`config.mk`:
```
export PLATFORM = sky130hd
export DESIGN_NAME = hicore_rob
export DESIGN_NICKNAME = d
export VERILOG_FILES = /design/src/rtl/hicore_rob.sv
export SDC_FILE = /design/constraint.sdc
export NUM_CORES = 2
export LEC_CHECK = 0
export ABC_AREA = 1
export CORE_MARGIN = 1.5
export CORE_UTILIZATION = 60
export CTS_CLUSTER_SIZE = 14
export DETAILED_ROUTE_END_ITERATION = 12
export DONT_BUFFER_PORTS = 1
export PLACE_DENSITY_LB_ADDON = 0.1
export SYNTH_ARGS = -nofsm -noshare
export SYNTH_HDL_FRONTEND = slang
export SYNTH_SLANG_ARGS = --single-unit
```
`constraint.sdc`:
```
create_clock -name clk -period 3.65 [get_ports clk]
set_clock_uncertainty 0.1 [all_clocks]
set_input_delay 0.5475 -clock clk [delete_from_list [all_inputs] [get_ports clk]]
set_output_delay 0.5475 -clock clk [all_outputs]
set_load 0.1 [all_outputs]
```
`src/rtl/hicore_rob.sv`:
```
// hicore_rob: in-order reorder buffer. Dispatch allocates at the tail,
// execute writes results back out of order by tag, commit retires the head
// once it is complete. A flush empties the buffer in one cycle.
module hicore_rob #(
  parameter int DEPTH    = 8,
  parameter int TAG_W    = 3,
  parameter int RFIDX_W  = 5,
  parameter int REG_W    = 32,
  parameter int CSRIDX_W = 12,
  parameter int PC_W     = 32,
  parameter int EXCP_W   = 4,
  parameter int IRQ_W    = 3
) (
  input  logic                          clk,
  input  logic                          rst,
  input  logic                          alloc_valid,
  output logic                          alloc_ready,
  output logic [TAG_W-1:0]              alloc_tag,
  input  logic                          alloc_rd_need,
  input  logic [RFIDX_W-1:0]            alloc_rd_idx,
  input  logic                          alloc_csr_need,
  input  logic [CSRIDX_W-1:0]           alloc_csr_idx,
  input  logic                          alloc_fence_i_op,
  input  logic                          alloc_mret_op,
  input  logic [PC_W-1:0]               alloc_pc,
  input  logic [IRQ_W-1:0]              alloc_irq,
  input  logic                          wb_valid,
  input  logic [TAG_W-1:0]              wb_tag,
  input  logic [REG_W-1:0]              wb_rd_data,
  input  logic [REG_W-1:0]              wb_csr_data,
  input  logic [PC_W-1:0]               wb_next_pc,
  input  logic [EXCP_W-1:0]             wb_excp,
  input  logic [TAG_W-1:0]              lookup_tag,
  output logic                          lookup_done,
  output logic [REG_W-1:0]              lookup_data,
  input  logic                          rob_valid,
  output logic                          rob_ready,
  output logic                          rob_rd_need,
  output logic [RFIDX_W-1:0]            rob_rd_idx,
  output logic [REG_W-1:0]              rob_rd_data,
  output logic                          rob_csr_need,
  output logic [CSRIDX_W-1:0]           rob_csr_idx,
  output logic [REG_W-1:0]              rob_csr_data,
  output logic                          rob_fence_i_op,
  output logic                          rob_mret_op,
  output logic [PC_W-1:0]               rob_next_pc,
  output logic [PC_W+IRQ_W+EXCP_W-1:0]  rob_info,
  output logic                          rob_empty,
  input  logic                          flush
);

  typedef struct packed {
    logic                rd_need;
    logic [RFIDX_W-1:0]  rd_idx;
    logic                csr_need;
    logic [CSRIDX_W-1:0] csr_idx;
    logic                fence_i_op;
    logic                mret_op;
    logic [PC_W-1:0]     pc;
    logic [IRQ_W-1:0]    irq;
    logic [REG_W-1:0]    rd_data;
    logic [REG_W-1:0]    csr_data;
    logic [PC_W-1:0]     next_pc;
    logic [EXCP_W-1:0]   excp;
  } entry_t;

  // Pointers carry one extra wrap bit so full and empty are distinguishable.
  logic [TAG_W:0]              head_q, head_d, tail_q, tail_d;
  logic [DEPTH-1:0]            valid_q, valid_d, done_q, done_d;
  entry_t [DEPTH-1:0]          ent_q, ent_d;

  logic [TAG_W-1:0] head_tag, tail_tag;
  logic             full, alloc_fire, commit_fire, wb_fire;
  entry_t           head_ent;

  assign head_tag    = head_q[TAG_W-1:0];
  assign tail_tag    = tail_q[TAG_W-1:0];
  assign full        = (head_tag == tail_tag) && (head_q[TAG_W] != tail_q[TAG_W]);
  assign rob_empty   = (head_q == tail_q);
  assign alloc_ready = ~full;
  assign alloc_tag   = tail_tag;
  assign alloc_fire  = alloc_valid & ~full;
  assign rob_ready   = valid_q[head_tag] & done_q[head_tag];
  assign commit_fire = rob_valid & rob_ready;
  // A same-cycle alloc of the targeted slot wins over the writeback.
  assign wb_fire     = wb_valid & valid_q[wb_tag] & ~(alloc_fire & (wb_tag == tail_tag));

  assign head_ent       = ent_q[head_tag];
  assign rob_rd_need    = head_ent.rd_need;
  assign rob_rd_idx     = head_ent.rd_idx;
  assign rob_rd_data    = head_ent.rd_data;
  assign rob_csr_need   = head_ent.csr_need;
  assign rob_csr_idx    = head_ent.csr_idx;
  assign rob_csr_data   = head_ent.csr_data;
  assign rob_fence_i_op = head_ent.fence_i_op;
  assign rob_mret_op    = head_ent.mret_op;
  assign rob_next_pc    = head_ent.next_pc;
  assign rob_info       = {head_ent.pc, head_ent.irq, head_ent.excp};

  // Operand lookup sees registered state only; no same-cycle wb bypass.
  assign lookup_done = valid_q[lookup_tag] & done_q[lookup_tag];
  assign lookup_data = ent_q[lookup_tag].rd_data;

  // Next-state: writeback, commit and alloc touch distinct fields/slots;
  // flush overrides everything except payload, which is simply left stale.
  always_comb begin
    head_d  = head_q;
    tail_d  = tail_q;
    valid_d = valid_q;
    done_d  = done_q;
    ent_d   = ent_q;
    if (flush) begin
      head_d  = '0;
      tail_d  = '0;
      valid_d = '0;
      done_d  = '0;
    end else begin
      if (wb_fire) begin
        ent_d[wb_tag].rd_data  = wb_rd_data;
        ent_d[wb_tag].csr_data = wb_csr_data;
        ent_d[wb_tag].next_pc  = wb_next_pc;
        ent_d[wb_tag].excp     = wb_excp;
        done_d[wb_tag]         = 1'b1;
      end
      if (commit_fire) begin
        valid_d[head_tag] = 1'b0;
        done_d[head_tag]  = 1'b0;
        head_d            = head_q + 1'b1;
      end
      if (alloc_fire) begin
        valid_d[tail_tag]           = 1'b1;
        done_d[tail_tag]            = 1'b0;
        ent_d[tail_tag].rd_need     = alloc_rd_need;
        ent_d[tail_tag].rd_idx      = alloc_rd_idx;
        ent_d[tail_tag].csr_need    = alloc_csr_need;
        ent_d[tail_tag].csr_idx     = alloc_csr_idx;
        ent_d[tail_tag].fence_i_op  = alloc_fence_i_op;
        ent_d[tail_tag].mret_op     = alloc_mret_op;
        ent_d[tail_tag].pc          = alloc_pc;
        ent_d[tail_tag].irq         = alloc_irq;
        tail_d                      = tail_q + 1'b1;
      end
    end
  end

  // State registers; reset clears payload too so outputs read zero.
  always_ff @(posedge clk) begin
    if (rst) begin
      head_q  <= '0;
      tail_q  <= '0;
      valid_q <= '0;
      done_q  <= '0;
      ent_q   <= '0;
    end else begin
      head_q  <= head_d;
      tail_q  <= tail_d;
      valid_q <= valid_d;
      done_q  <= done_d;
      ent_q   <= ent_d;
    end
  end

endmodule

```
* Word-level counts from Yosys, hierarchy flattened
Index checks and enable logic that the tools add are counted.
** Word-level totals
- Register bits :: 1272
- Bits of input ports :: 168
** Operators by class
- Add/sub/neg operators :: 2
- Order comparisons :: 7
- Eq/ne operators :: 4
- Multiplexer cells :: 67
- Bitwise gates (word level) :: 16
- Reductions and logical operators :: 5
** Operators with widths (number)
- $bwmux 1248 :: 12
- $demux 156 s3 :: 12
- $mux 1248 :: 3
- $bmux 156 s3 :: 2
- $mux 156 :: 2
- $mux 100 :: 2
- $mux 155 :: 1
- $mux 150 :: 1
- $mux 149 :: 1
- $mux 137 :: 1
- $mux 136 :: 1
- $mux 135 :: 1
- $mux 103 :: 1
- $mux 68 :: 1
- $mux 8 :: 8
- $mux 36 :: 1
- $and 8x8->8 :: 3
- $lt 3x4->1 const B :: 4
- $not 8->8 :: 2
- $or 8x8->8 :: 2
- $bmux 1 s3 :: 5
- $demux 1 s3 :: 3
- $ge 3x1->1 const B :: 3
- $add 4x1->4 const B :: 2
- other kinds (9) :: 27

* Logic depth before layout (Yosys ltp)
- Word-level depth :: 19
- Gate-level depth with buffers :: 16

* Worst setup path before layout
OpenSTA, ideal clock, no wires.
- Kind :: reg2out
- From :: reg head_q[0]
- To :: out rob_csr_idx[0]
- Arrival time :: 3.140 ns
- Path slack :: -0.137 ns
- Cell stages (with the launch flop) :: 6
- Path buffers :: 3
- Cell sequence :: dfxtp_1 > buf_2 > buf_4 > nand2_1 > clkbuf_1 > o21ai_0
** Between the ends
- Cells in the longest elaborated chain, start to end :: 2
** RTL lines
- from (decl) :: RTL line 68 : logic [TAG_W:0] head_q, head_d, tail_q, tail_d;
- from (signal assigned) :: RTL line 149 : head_q <= '0;
- from (signal assigned) :: RTL line 155 : head_q <= head_d;
- $bmux 156 s3 :: RTL line 88 : assign head_ent = ent_q[head_tag];
- $mux 156 (implied by the code) :: RTL line 88
- to (decl) :: RTL line 42 : output logic [CSRIDX_W-1:0] rob_csr_idx,
No other way between the ends. The select of a mux whose other input is x is not followed.

* Worst setup path in the final report
- From :: reg head_q[0]
- To :: out rob_rd_data[10]
** Between the ends
- Cells in the longest elaborated chain, start to end :: 2
** RTL lines
- $bmux 156 s3 :: RTL line 88
- $mux 156 (implied by the code) :: RTL line 88
- to (decl) :: RTL line 40 : output logic [REG_W-1:0] rob_rd_data,
No other way between the ends. The select of a mux whose other input is x is not followed.

==> key figures <==
Synth
  – Register area share after synthesis: 0.387
  – Mapped Area: 65800 µm²
  – Synthesized Nets: 10.5k
  – Syn Area/Cell: 6.34 µm²
  – Asr flop ratio synth: 0
  – Ys Warns: 0
  – Unique masters post-synth: 35
  – EDFF count, synth: 0
  – Mapped Cells: 10.4k
  – Top_reg_cell synth: dfxtp_1
  – #FFs+latches synth: 1272

Drt
  – Via Count: 66.0k
  – Drt drc: 0
  – Routed WL: 216000 µm
  – Drt via density: 5.69
  – Initial DRC count: 8166
  – DRT antenna net count: 0
  – TritonRoute pass-1 iters: 6
  – Routed len/inst: 18.7 µm

Timing
  – Relative slew margins: 0.196
  – Final hold slack: 0.0514 ns
  – Fin crit period: 3.57 ns
  – Worst-Margin Slew: 1.21 ns
  – Fmax achieved: 0.280 GHz
  – Setup TNS: 0 ns
  – RSZ-0062 raised after global routing: yes
  – Hold Fails Final Rpt: 0
  – Slew Viols, Final: 0
  – Final setup viols: 0
  – Part of the cycle the worst path needs: 0.977

GRT
  – Pin count of the biggest net entering global routing: 206
  – Number of global-route vias before repair: 60.3k
  – Initial antenna violation count: 23
  – Tot GR Track Use: 0.372
  – Global-route wire length before repair: 336000 µm
  – Congestion Overflow GR: 0

Die
  – Initial Utilization: 0.605
  – Rows: 121
  – Core area: 109000 µm²
  – Boundary pin count: 363
  – Die W: 334 µm
  – Die height: 334 µm
  – Die ar.: 112000 µm²

CTS
  – # clock sinks: 1272
  – Clock transition at path regs: 0.06 ns
  – # H-tree levels: 4
  – TritonCTS Buffers: 140
  – Bufs on Longest Clock Path: 3
  – Root Buffer: clkbuf_16
  – Clk Latency, worst-skew pair: 0.76 ns
  – TritonCTS clock tree: yes

Placed design
  – Dpl hpwl: 110000 µm
  – Placer's final routability congestion estimate: 0.878
  – IO buf count: 0

Finish
  – Layout cells sized above 1: 0.0632
  – Nets: 10.2k
  – Post-layout util: 0.695
  – Layout area overhead: 14.9%

Setup path
  – Crit path kind: flip-flop to output pin
  – Critical path launch point type: flip-flop
  – CP arrival: 2.92 ns
  – Critical path fanouts, max: 82
  – CP required: 3.00 ns
  – Setup crit end kind: output pin

Pwr
  – Pwr/cell area: 416 nW/µm²
  – P_leak: 31.9 nW
  – Total power: 31.4 mW
  – Maximum vdd drop: 0.464 mV

Status
  – Outcome: finished clean

Hold path
  – Min-delay worst type: primary input to flip-flop

Run
  – # Max-Cap Violations: 0
## Yosys cell counts (9+ instances only)
cell type / instances / area [µm²]
a21oi_1: 1115 / 5580
a221oi_1: 44 / 385
a31oi_1: 32 / 200
buf_1: 174 / 653
buf_2: 220 / 1100
buf_4: 33 / 248
clkbuf_1: 409 / 1540
dfxtp_1: 1272 / 25500
inv_1: 2195 / 8240
nand2_1: 1789 / 6720
nand3_1: 125 / 626
nand4_1: 814 / 5090
nor2_1: 886 / 3330
nor3_1: 9 / 45.0
o211ai_1: 48 / 360
o21ai_0: 1148 / 5750
o21ai_1: 12 / 60.1
o22ai_1: 12 / 75.1
## per-stage QoR
stage	instance area (µm²)	std cells	setup WS, ns
after floorplan	66000	10400	-0.137
after global placement	69800	11300	0.651
after detailed placement	69800	11300	0.596
after CTS	75300	11600	-0.0460
after global routing	75500	11600	-0.00717
final	75600	11600	0.0837
## flip-flops by register name, indices dropped and copies added (netlist names)
register,count
valid_q,8
ent_q,1248
done_q,8
head_q,4
tail_q,4
## cell families after synthesis
family	Yosys count	synth area share
buffers and inverters	3047	0.181
DFF	1272	0.387
and+or+nand+nor	3632	0.242
adders and majority gates	2	0.000381
xor gates and xnor gates	5	0.000666
AOI/OAI and AO/OA	2417	0.189
## cell type report
cell class	instances	area, µm²
multi-input cells	6056	28800
inverters	2206	8380
clock inverters	40	648
clock buffers	204	4160
diodes	19	47.5
well taps	1414	1770
flip-flops and latches	1272	25500
fillers	9291	33200
repair buffers	390	6220
repair inverters	1	11.3
## repair_timing
action | CTS | global route
pin swaps | 1 | 1
gates resized for setup | 21 | 15
hold buffers | 58 | 0
buffers inserted | 2 | 4
endpoints found under the setup margin | 116 | 112
gates cloned | 3 | 3
endpoints found under the hold margin | 461 | 0
## path summary, 6_finish.rpt
path,startpoint,end,slack [ns],depth (start not counted)
min,wb_csr_data[27],ent_q[219]$_SDFFE_PP0P_,0.05,4
max,head_q[0]$_SDFFE_PP0N_,rob_rd_data[10],0.08,5
min reg2reg,ent_q[443]$_SDFFE_PP0P_,ent_q[443]$_SDFFE_PP0P_,0.34,2
max reg2reg,tail_q[0]$_SDFFE_PP0P_,ent_q[1046]$_SDFFE_PP0P_,0.60,10
## placed cells by master (no fill, tap or decap), types with 48 or more instances in the layout
cell type,count
buf_4,110
nand3_1,121
buf_12,165
nand4_1,814
dlygate4sd3_1,58
clkbuf_16,147
inv_1,2193
nor2_1,882
a21oi_1,1114
dfxtp_1,1269
o211ai_1,48
o21ai_0,1132
nand2_1,1784
## layer usage
metal  up-vias  GRT usage  share of wire
li1      32200          -              -
met1     29800      0.484           0.40
met2      3404      0.596           0.45
met3       633     0.0732           0.11
met4        12      0.172          0.045
met5         -          0        0.00037
## critical path, stage by stage (launching register included)
cell	delay [ns]
dfxtp_4	0.47
clkinv_16	0.20
buf_12	0.28
o21ai_0	0.62
nand3_1	0.29
buf_12	0.25
## report_power, final
part	internal, mW	total (mW)	switching (mW)
registers	14.0	14.0	0.0339
logic	0.641	2.59	1.94
clock network	8.84	14.8	6.01
Power figures use the tool's default switching activity.
